--- src/rtl/mips_cpu_instr_memory_if.sv ---
// Load port carrying the program image into the instruction memory.
// Word-by-word valid/ready transfer with an end-of-image marker.
interface mips_cpu_instr_memory_if;
  logic        load_valid;
  logic        load_ready;
  logic [31:0] load_data;
  logic        load_last;

  modport master (
    output load_valid,
    output load_data,
    output load_last,
    input  load_ready
  );

  modport slave (
    input  load_valid,
    input  load_data,
    input  load_last,
    output load_ready
  );
endinterface

--- src/rtl/mips_cpu_instr_memory.sv ---
// Instruction memory for mips_cpu_harvard: image loaded over a
// valid/ready port, then served combinationally to the CPU.
module mips_cpu_instr_memory #(
  parameter logic [31:0] BASE_ADDR = 32'hBFC00000,
  parameter int          DEPTH     = 64,
  parameter int          CNT_W     = 16,
  localparam int         AW        = $clog2(DEPTH)
) (
  input  logic             clk,
  input  logic             reset,
  mips_cpu_instr_memory_if.slave load,
  output logic             cpu_reset,
  input  logic             cpu_active,
  input  logic [31:0]      instr_address,
  output logic [31:0]      instr_readdata,
  output logic             loaded,
  output logic             halted,
  output logic             fault,
  output logic [CNT_W-1:0] fetch_count,
  output logic [AW:0]      load_count
);

  typedef enum logic [1:0] {
    LOAD,
    RUN,
    DONE
  } state_t;

  localparam logic [31:0] SPAN = 32'(4 * DEPTH);
  localparam logic [AW:0] FULL = (AW + 1)'(DEPTH);
  localparam logic [AW:0] LAST = (AW + 1)'(DEPTH - 1);

  state_t           state_q;
  state_t           state_d;
  logic [AW:0]      ptr_q;
  logic [31:0]      mem [DEPTH];
  logic [DEPTH-1:0] vld_q;

  logic        fire;
  logic        running;
  logic        aligned;
  logic        in_range;
  logic        hit;
  logic [31:0] off;
  logic [AW-1:0] idx;

  assign load.load_ready = (state_q == LOAD) && (ptr_q < FULL);
  assign fire     = load.load_valid && load.load_ready;
  assign off      = instr_address - BASE_ADDR;
  assign aligned  = (instr_address[1:0] == 2'b00);
  assign in_range = (off < SPAN);
  assign idx      = off[AW+1:2];
  assign running  = (state_q == RUN) && !cpu_reset;
  assign hit      = (state_q == RUN) && aligned && in_range && vld_q[idx];

  assign instr_readdata = hit ? mem[idx] : 32'h0;
  assign loaded         = (state_q != LOAD);
  assign load_count     = ptr_q;

  // Next state: finish loading on last/full, stop on a fetch of 0.
  always_comb begin
    state_d = state_q;
    unique case (state_q)
      LOAD: begin
        if (fire && (load.load_last || ptr_q == LAST))
          state_d = RUN;
        else if (ptr_q == FULL)
          state_d = RUN;
      end
      RUN: begin
        if (running && instr_address == 32'h0)
          state_d = DONE;
      end
      DONE: state_d = DONE;
      default: state_d = LOAD;
    endcase
  end

  // Control state, load pointer, valid bits and run-time status.
  always_ff @(posedge clk) begin
    if (!reset) begin
      state_q     <= LOAD;
      ptr_q       <= '0;
      vld_q       <= '0;
      cpu_reset   <= 1'b1;
      halted      <= 1'b0;
      fault       <= 1'b0;
      fetch_count <= '0;
    end else begin
      state_q   <= state_d;
      cpu_reset <= (state_q == LOAD);
      if (fire) begin
        ptr_q                <= ptr_q + 1'b1;
        vld_q[ptr_q[AW-1:0]] <= 1'b1;
      end
      if (running) begin
        if (cpu_active && fetch_count != '1)
          fetch_count <= fetch_count + 1'b1;
        if (instr_address == 32'h0)
          halted <= 1'b1;
        else if (!aligned || !in_range)
          fault <= 1'b1;
      end
    end
  end

  // Image storage; contents survive reset, validity does not.
  always_ff @(posedge clk) begin
    if (reset && fire)
      mem[ptr_q[AW-1:0]] <= load.load_data;
  end

endmodule
--- src/flat_wrapper.sv ---
// flat-port wrapper written by rule: the top's interface ports become plain ports
module mips_cpu_instr_memory_flat 
#(
  parameter logic [31:0] BASE_ADDR = 32'hBFC00000,
  parameter int          DEPTH     = 64,
  parameter int          CNT_W     = 16,
  localparam int         AW        = $clog2(DEPTH)
)
  (clk, reset, cpu_reset, cpu_active, instr_address, instr_readdata, loaded, halted, fault, fetch_count, load_count, load_load_valid, load_load_data, load_load_last, load_load_ready);
  mips_cpu_instr_memory_if load_i ();
  input  logic clk;
  input  logic reset;
  output logic cpu_reset;
  input  logic cpu_active;
  input  logic [31:0] instr_address;
  output logic [31:0] instr_readdata;
  output logic loaded;
  output logic halted;
  output logic fault;
  output logic [CNT_W-1:0] fetch_count;
  output logic [AW:0] load_count;
  input wire logic [$bits(load_i.load_valid)-1:0] load_load_valid;
  input wire logic [$bits(load_i.load_data)-1:0] load_load_data;
  input wire logic [$bits(load_i.load_last)-1:0] load_load_last;
  output wire logic [$bits(load_i.load_ready)-1:0] load_load_ready;
  assign load_i.load_valid = load_load_valid;
  assign load_i.load_data = load_load_data;
  assign load_i.load_last = load_load_last;
  assign load_load_ready = load_i.load_ready;
  mips_cpu_instr_memory #(.BASE_ADDR(BASE_ADDR), .DEPTH(DEPTH), .CNT_W(CNT_W)) u_core (.clk(clk), .reset(reset), .load(load_i), .cpu_reset(cpu_reset), .cpu_active(cpu_active), .instr_address(instr_address), .instr_readdata(instr_readdata), .loaded(loaded), .halted(halted), .fault(fault), .fetch_count(fetch_count), .load_count(load_count));
endmodule
--- config.mk ---
export PLATFORM = sky130hd
export DESIGN_NAME = mips_cpu_instr_memory_flat
export DESIGN_NICKNAME = d
export VERILOG_FILES = /design/src/rtl/mips_cpu_instr_memory_if.sv /design/src/rtl/mips_cpu_instr_memory.sv /design/src/flat_wrapper.sv
export SDC_FILE = /design/constraint.sdc
export NUM_CORES = 2
export LEC_CHECK = 0
export CORE_MARGIN = 2
export CORE_UTILIZATION = 60
export CTS_BUF_LIST = sky130_fd_sc_hd__clkbuf_8
export CTS_CLUSTER_SIZE = 24
export DETAILED_ROUTE_END_ITERATION = 8
export PLACE_DENSITY = 0.84
export SLEW_MARGIN = 0
export SYNTH_ARGS = -nofsm -noshare
export SYNTH_HDL_FRONTEND = slang
export SYNTH_SLANG_ARGS = --single-unit
--- constraint.sdc ---
create_clock -name clk -period 6.1 [get_ports clk]
set_input_delay 1.22 -clock clk [delete_from_list [all_inputs] [get_ports clk]]
set_output_delay 1.22 -clock clk [all_outputs]
set_load 0.05 [all_outputs]
Word-level counts from Yosys, hierarchy flattened:

Memories as Yosys holds them, arrays and structs flattened.
Cells that the tools add are included.

* RAM bits: 2048
* logic and storage cells: 60
* bits of input ports: 69
* output and inout bits: 60
* flip-flop bits (word level): 92
* memories kept: 1

* bitwise gates (word level): 2
* $lt $le $gt $ge: 5
* $add $sub $neg: 3
* mux-type cells: 11
* reduce and logical (&&, ||, !) cells: 24
* eq/ne operators: 7

Memories
* u_core.mem: depth 64, width 32, read ports 1, clocked after Yosys merged registers in 0, wr ports 1, line mips_cpu_instr_memory.sv:36 `logic [31:0] mem [DEPTH];`

Operators with widths (number)
* bitwise OR 64 bit: 1
* zero test 32 bit: 1
* < comparator 32 x 9 -> 1 bit, second input constant: 1
* 2-to-1 mux 32 bit: 1
* subtractor 32 bit, second input constant: 1
* adder 16 x 1 -> 16 bit, second input constant: 1
* != test 16 bit, second input constant: 1
* < comparator 6 x 7 -> 1 bit, second input constant: 2
* logical AND 1 bit: 11
* adder 7 x 1 -> 7 bit, second input constant: 1
* equality test 7 x 6 -> 1 bit, second input constant: 1
* equality test 7 bit, second input constant: 1
* < comparator 7 bit, second input constant: 1
* binary-select mux 1 bit (select 6 bit): 1
* demux 1 bit (select 6 bit): 1
* greater-or-equal comparator 6 x 1 -> 1 bit, second input constant: 1
* 2-to-1 mux 2 bit: 3
* one-hot mux 2 bit (3 select lines): 1
* AND reduction 2 bit: 3
* zero test 2 bit: 2
* 2-to-1 mux 1 bit: 4
* zero test 1 bit: 3
* != test 3 bit, second input constant: 1
* AND reduction 3 bit: 1
* other kinds (6): 7

Longest topological paths before layout:

* depth in word-level cells: 6
* gate-level depth with buffers: 10
* gate-level depth less buffers: 7

Least setup slack after synthesis:

OpenSTA, ideal clock, no wires.

* kind: input to register
* start point: input reset
* end point: memory u_core.mem[24][0] (enable)
* cell stages on the path: 5
* arrival: 5.106 ns
* path buffers: 2
* path slack: 0.489 ns
* data required time: 5.595 ns
* setup time: 0.505 ns
* cells stage by stage: clkbuf_1 -> nand4b_1 -> or2_2 -> clkbuf_1 -> nor4_1

* cells in the longest elaborated chain, start to end: 3

RTL lines
* from (decl): line flat_wrapper.sv:12 `input logic reset;`
* logical AND 1 bit: line mips_cpu_instr_memory.sv:109 `if (reset && fire)`
* 2-to-1 mux 1 bit: line mips_cpu_instr_memory.sv:109
* 2-to-1 mux 1 bit (not written as such): line mips_cpu_instr_memory.sv:110 `mem[ptr_q[AW-1:0]] <= load.load_data;`
* to (decl): line mips_cpu_instr_memory.sv:36

No other way between the ends.

Worst setup path after layout:

* start point: input instr_address[5]
* end point: output instr_readdata[22]

* cells in the longest elaborated chain, start to end: 5
* elaborated cells on any way between the ends: 8
* classes of those cells: 1 x add/sub; 1 x order compare; 3 x mux; 2 x reduce/logical; 1 x memory

RTL lines
* from (decl): line flat_wrapper.sv:15 `input logic [31:0] instr_address;`
* subtractor 32 bit *: line mips_cpu_instr_memory.sv:49 `assign off = instr_address - BASE_ADDR;`
* < comparator 32 x 9 -> 1 bit / binary-select mux 1 bit (select 6 bit) (equally long branches): line mips_cpu_instr_memory.sv:51, mips_cpu_instr_memory.sv:54
* logical AND 1 bit / 2-to-1 mux 1 bit (equally long branches): line mips_cpu_instr_memory.sv:54 `assign hit = (state_q == RUN) && aligned && in_range && vld_q[idx];`
* logical AND 1 bit: line mips_cpu_instr_memory.sv:54
* 2-to-1 mux 32 bit *: line mips_cpu_instr_memory.sv:56 `assign instr_readdata = hit ? mem[idx] : 32'h0;`
* to (decl): line flat_wrapper.sv:16 `output logic [31:0] instr_readdata;`

Mark *: on every way between the ends. The rest lies on a longest branch, timed or not. The select of a mux whose other input is x is not followed.

==> implementation parameters <==
Parameter                              Value

Routing
  Detailed router's first-iteration violation count ... 7463
  Antenna-violating nets left ... 0
  Routed wire length per instance ... 33.98 um
  First-pass iteration count of the detailed router ... 8
  Vias per std cell ... 6.949
  Detailed-route wire length ... 212600 um
  Routed vias ... 43460
  Number of design rule violations left after detail routing ... 0

Worst setup path
  Worst R2R Setup Slack ... 2.38 ns
  Data arrival time at the worst-slack endpoint ... 4.82 ns
  Endpoint kind of the worst setup timing path ... output port
  Critical path fanouts, max ... 11
  Critical path type ... in -> out
  Startpoint class of the critical path ... input port
  Required time reported for the critical path endpoint ... 4.88 ns

Floorplan
  Number of core rows ... 135
  Top-level port count ... 129
  Die Outline Area ... 140300 sq um
  Initial Util ... 60.66%
  X dimension of the die ... 374.5 um
  Y dimension of the die ... 374.5 um
  Area of the core ... 135800 sq um

CTS
  Clock latency of the later-clocked register in the worst-skew pair ... 1.05 ns
  Sinks on the clock net ... 2140
  Number of levels the H-tree was split into ... 5
  TritonCTS buffer count ... 332
  Hold buffer count at CTS ... 0
  Reg clk slew, reported paths ... 0.06 ns
  Number of buffers on the longest clock path ... 4
  TritonCTS clock tree ... done
  Clock Tree Root ... sky130_fd_sc_hd__clkbuf_8

Run
  Number of maximum-capacitance violations ... 0

STA
  Max-slew headroom ... 7.904%
  Actual slew at the worst max-slew pin ... 1.381 ns
  Clock skew after layout ... 0.07925 ns
  Final hold slack ... 0.4483 ns
  Unrepaired setup endpoints after global routing ... false
  FMAX ... 165.6 MHz
  Fin crit period ... 6.038 ns
  Final-report max-slew violation count ... 0
  Period utilisation layout ... 98.99%
  Number of hold-slack violations in the final timing report ... 0
  Endpoints failing setup ... 0

Power
  Standby leakage power ... 30.35 nW
  Internal Dissipation ... 22.26 mW
  Switching part of the total power ... 22.84%
  Power, Total ... 28.84 mW
  Share of power burned in registers ... 56.3%
  Net switching power ... 6.588 mW
  Max rail drop VDD ... 213.3 uV
  Logic gate share of total power ... 6.2%
  Clock Power Share ... 37.5%
  Power per cell area ... 311.2 nW/um^2

Global route
  First-pass GRT wire length ... 302900 um
  Congestion Overflow GR ... 0
  GR Util All Layers ... 30.51%
  Initial antenna violation count ... 14
  Largest net degree at the start of global routing ... 90
  Number of global-route vias before repair ... 43680

Finish
  Count of placed standard cells in the final layout, fillers left out ... 6255
  Final cell utilization of the core ... 68.24%
  Fin area ... 92680 sq um
  Area overhead of the layout relative to synthesis ... 12.50%
  Number of nets in the layout ... 4304
  Fraction of layout cells with a size suffix above 1 ... 29.06%
  FILL cells ... 7621

Placement
  Number of I/O port buffers ... 128
  Post-placement cell count ... 5678
  Post-DP HPWL ... 122800 um
  Area after detailed placement ... 86820 sq um
  Global placement routability congestion ... 0.8660

Hold path
  Type of the worst min-delay path ... reg -> reg

Logic synthesis
  Number of synthesized flops with an enable pin ... 2048
  Post-synth top area cell ... sky130_fd_sc_hd__edfxtp_1
  Top-area cell type share of the netlist area ... 74.65%
  Main synth FF type ... sky130_fd_sc_hd__edfxtp_1
  Count of mapped cells out of synthesis ... 3784
  Share of the yosys chip area belonging to registers ... 76.89%
  Syn Nets ... 3857
  Post-Synthesis Mean Instance Area ... 21.77 sq um
  Synth Register Bits ... 2140
  Post-synthesis cell type count ... 54
  Fraction of registers with async set/reset ... 0%
  Yosys warnings ... 0
  Syn Std Cell Area ... 82380 sq um
  Synth top area cells ... sky130_fd_sc_hd__edfxtp_1, sky130_fd_sc_hd__mux4_2, sky130_fd_sc_hd__dfxtp_1

Outcome
  Outcome ... finished, final reports clean
-- critical path, stage by stage --
cell and delay, ns:
sky130_fd_sc_hd__clkdlybuf4s50_1 0.66, sky130_fd_sc_hd__nand3b_1 0.69, sky130_fd_sc_hd__o22ai_1 0.23, sky130_fd_sc_hd__a211oi_1 0.90, sky130_fd_sc_hd__o21ai_0 0.48, sky130_fd_sc_hd__a211oi_2 0.37, sky130_fd_sc_hd__buf_4 0.26
-- cell families after synthesis --
group                    synth area share, %
XOR/XNOR                              0.2020
AO/OA/AOI/OAI                          3.103
multiplexers                           16.42
adder cells (fa/ha/maj)              0.06075
AND/OR/NAND/NOR                        1.876
flip-flops                             76.89
buffers and inverters                  1.455
-- path summary, 6_finish.rpt --
path                                         from            endpoint  cells after the start
worst max-delay path             instr_address[5]  instr_readdata[22]                      7
worst min-delay path             u_core.vld_q[14]    u_core.vld_q[14]                      1
worst max register to register  u_core.state_q[0]  u_core.mem[36][20]                      7
worst min register to register   u_core.vld_q[14]    u_core.vld_q[14]                      1
-- timing repair --
| action | in CTS | in global routing |
|---|---|---|
| endpoints found under the setup margin | 26 | 0 |
| resized for setup | 1 | 0 |
| setup buffers | 0 | 0 |
-- power groups by stage --
stage	combinational, mW	clock (mW)	sequential [mW]
after floorplan	0.909	0	16.5
after global routing	1.85	11.5	16.2
after CTS	1.74	10.9	16.2
final	1.78	10.8	16.2
after global placement	1.68	0	16.5
after detailed placement	1.73	0	16.5
-- state kept, by name, summed over array words and instances (netlist names) --
register	cells
u_core.halted	1
u_core.load_count	7
u_core.mem	2048
u_core.fault	1
u_core.cpu_reset	1
u_core.vld_q	64
u_core.state_q	2
u_core.fetch_count	16
-- Yosys cell counts (all sizes together), types with 6 or more instances --
library cell  instances
edfxtp             2048
mux4                525
mux2i               166
nor2                139
buf                 138
dfxtp                92
clkbuf               85
o21ai                68
a211oi               67
nand2                65
o22ai                62
a21o                 57
nand3                44
a22oi                39
a21oi                38
and2                 23
xor2                 14
nor2b                12
inv                  10
nor3                 10
nor4                  9
a2111oi               8
nand4                 8
o21a                  8
or3                   6
-- through the flow --
step           worst slack (ns)  setup TNS [ns]
6_report                0.06179               0
5_1_grt                 0.04591               0
4_1_cts                  0.2385               0
3_5_place_dp            -0.1677          -1.742
3_3_place_gp           -0.03939         -0.1337
2_1_floorplan            0.4893               0
-- final cells by class --
class	count	area (sq um)	share of cell area, %
Antenna cell	7	17.52	0.01890
Inverter	10	37.54	0.04050
Multi-Input combinational cell	1411	18330	19.78
Clock buffer	349	4803	5.183
Tap cell	1781	2228	2.404
Clock inverter	221	1027	1.108
Sequential cell	2140	63340	68.35
Timing Repair Buffer	336	2893	3.121
-- cell usage in the layout, fill, tap and decap left out, types with 6 or more instances in the layout --
cell                              count
sky130_fd_sc_hd__a2111oi_0            8
sky130_fd_sc_hd__a211oi_1            37
sky130_fd_sc_hd__a211oi_2            30
sky130_fd_sc_hd__a21o_1              57
sky130_fd_sc_hd__a21oi_1             38
sky130_fd_sc_hd__a22oi_1             39
sky130_fd_sc_hd__and2_1              22
sky130_fd_sc_hd__buf_12              23
sky130_fd_sc_hd__buf_2               34
sky130_fd_sc_hd__buf_4              218
sky130_fd_sc_hd__clkbuf_8           349
sky130_fd_sc_hd__clkdlybuf4s50_1     58
sky130_fd_sc_hd__clkinv_1            59
sky130_fd_sc_hd__clkinv_2            28
sky130_fd_sc_hd__dfxtp_1             92
sky130_fd_sc_hd__diode_2              7
sky130_fd_sc_hd__edfxtp_1          2048
sky130_fd_sc_hd__inv_1              132
sky130_fd_sc_hd__mux2i_1            166
sky130_fd_sc_hd__mux4_2             521
sky130_fd_sc_hd__nand2_1             65
sky130_fd_sc_hd__nand3_1             44
sky130_fd_sc_hd__nand4_1              8
sky130_fd_sc_hd__nor2_1              80
sky130_fd_sc_hd__nor2_4              58
sky130_fd_sc_hd__nor2b_1             10
sky130_fd_sc_hd__nor3_1               6
sky130_fd_sc_hd__nor4_1               8
sky130_fd_sc_hd__o21a_1               8
sky130_fd_sc_hd__o21ai_0             66
sky130_fd_sc_hd__o22ai_1             62
sky130_fd_sc_hd__or3_1                6
sky130_fd_sc_hd__xor2_1              14
-- per-layer routing --
layer,global-route usage [%],wire (um),vias up
li1,-,-,16810
met3,10.94,32500,652
met4,13.21,9820,10
met1,40.67,71800,22100
met2,46.03,98360,3888
met5,0,69,-
Note: power is estimated with default switching activity, not from simulation.
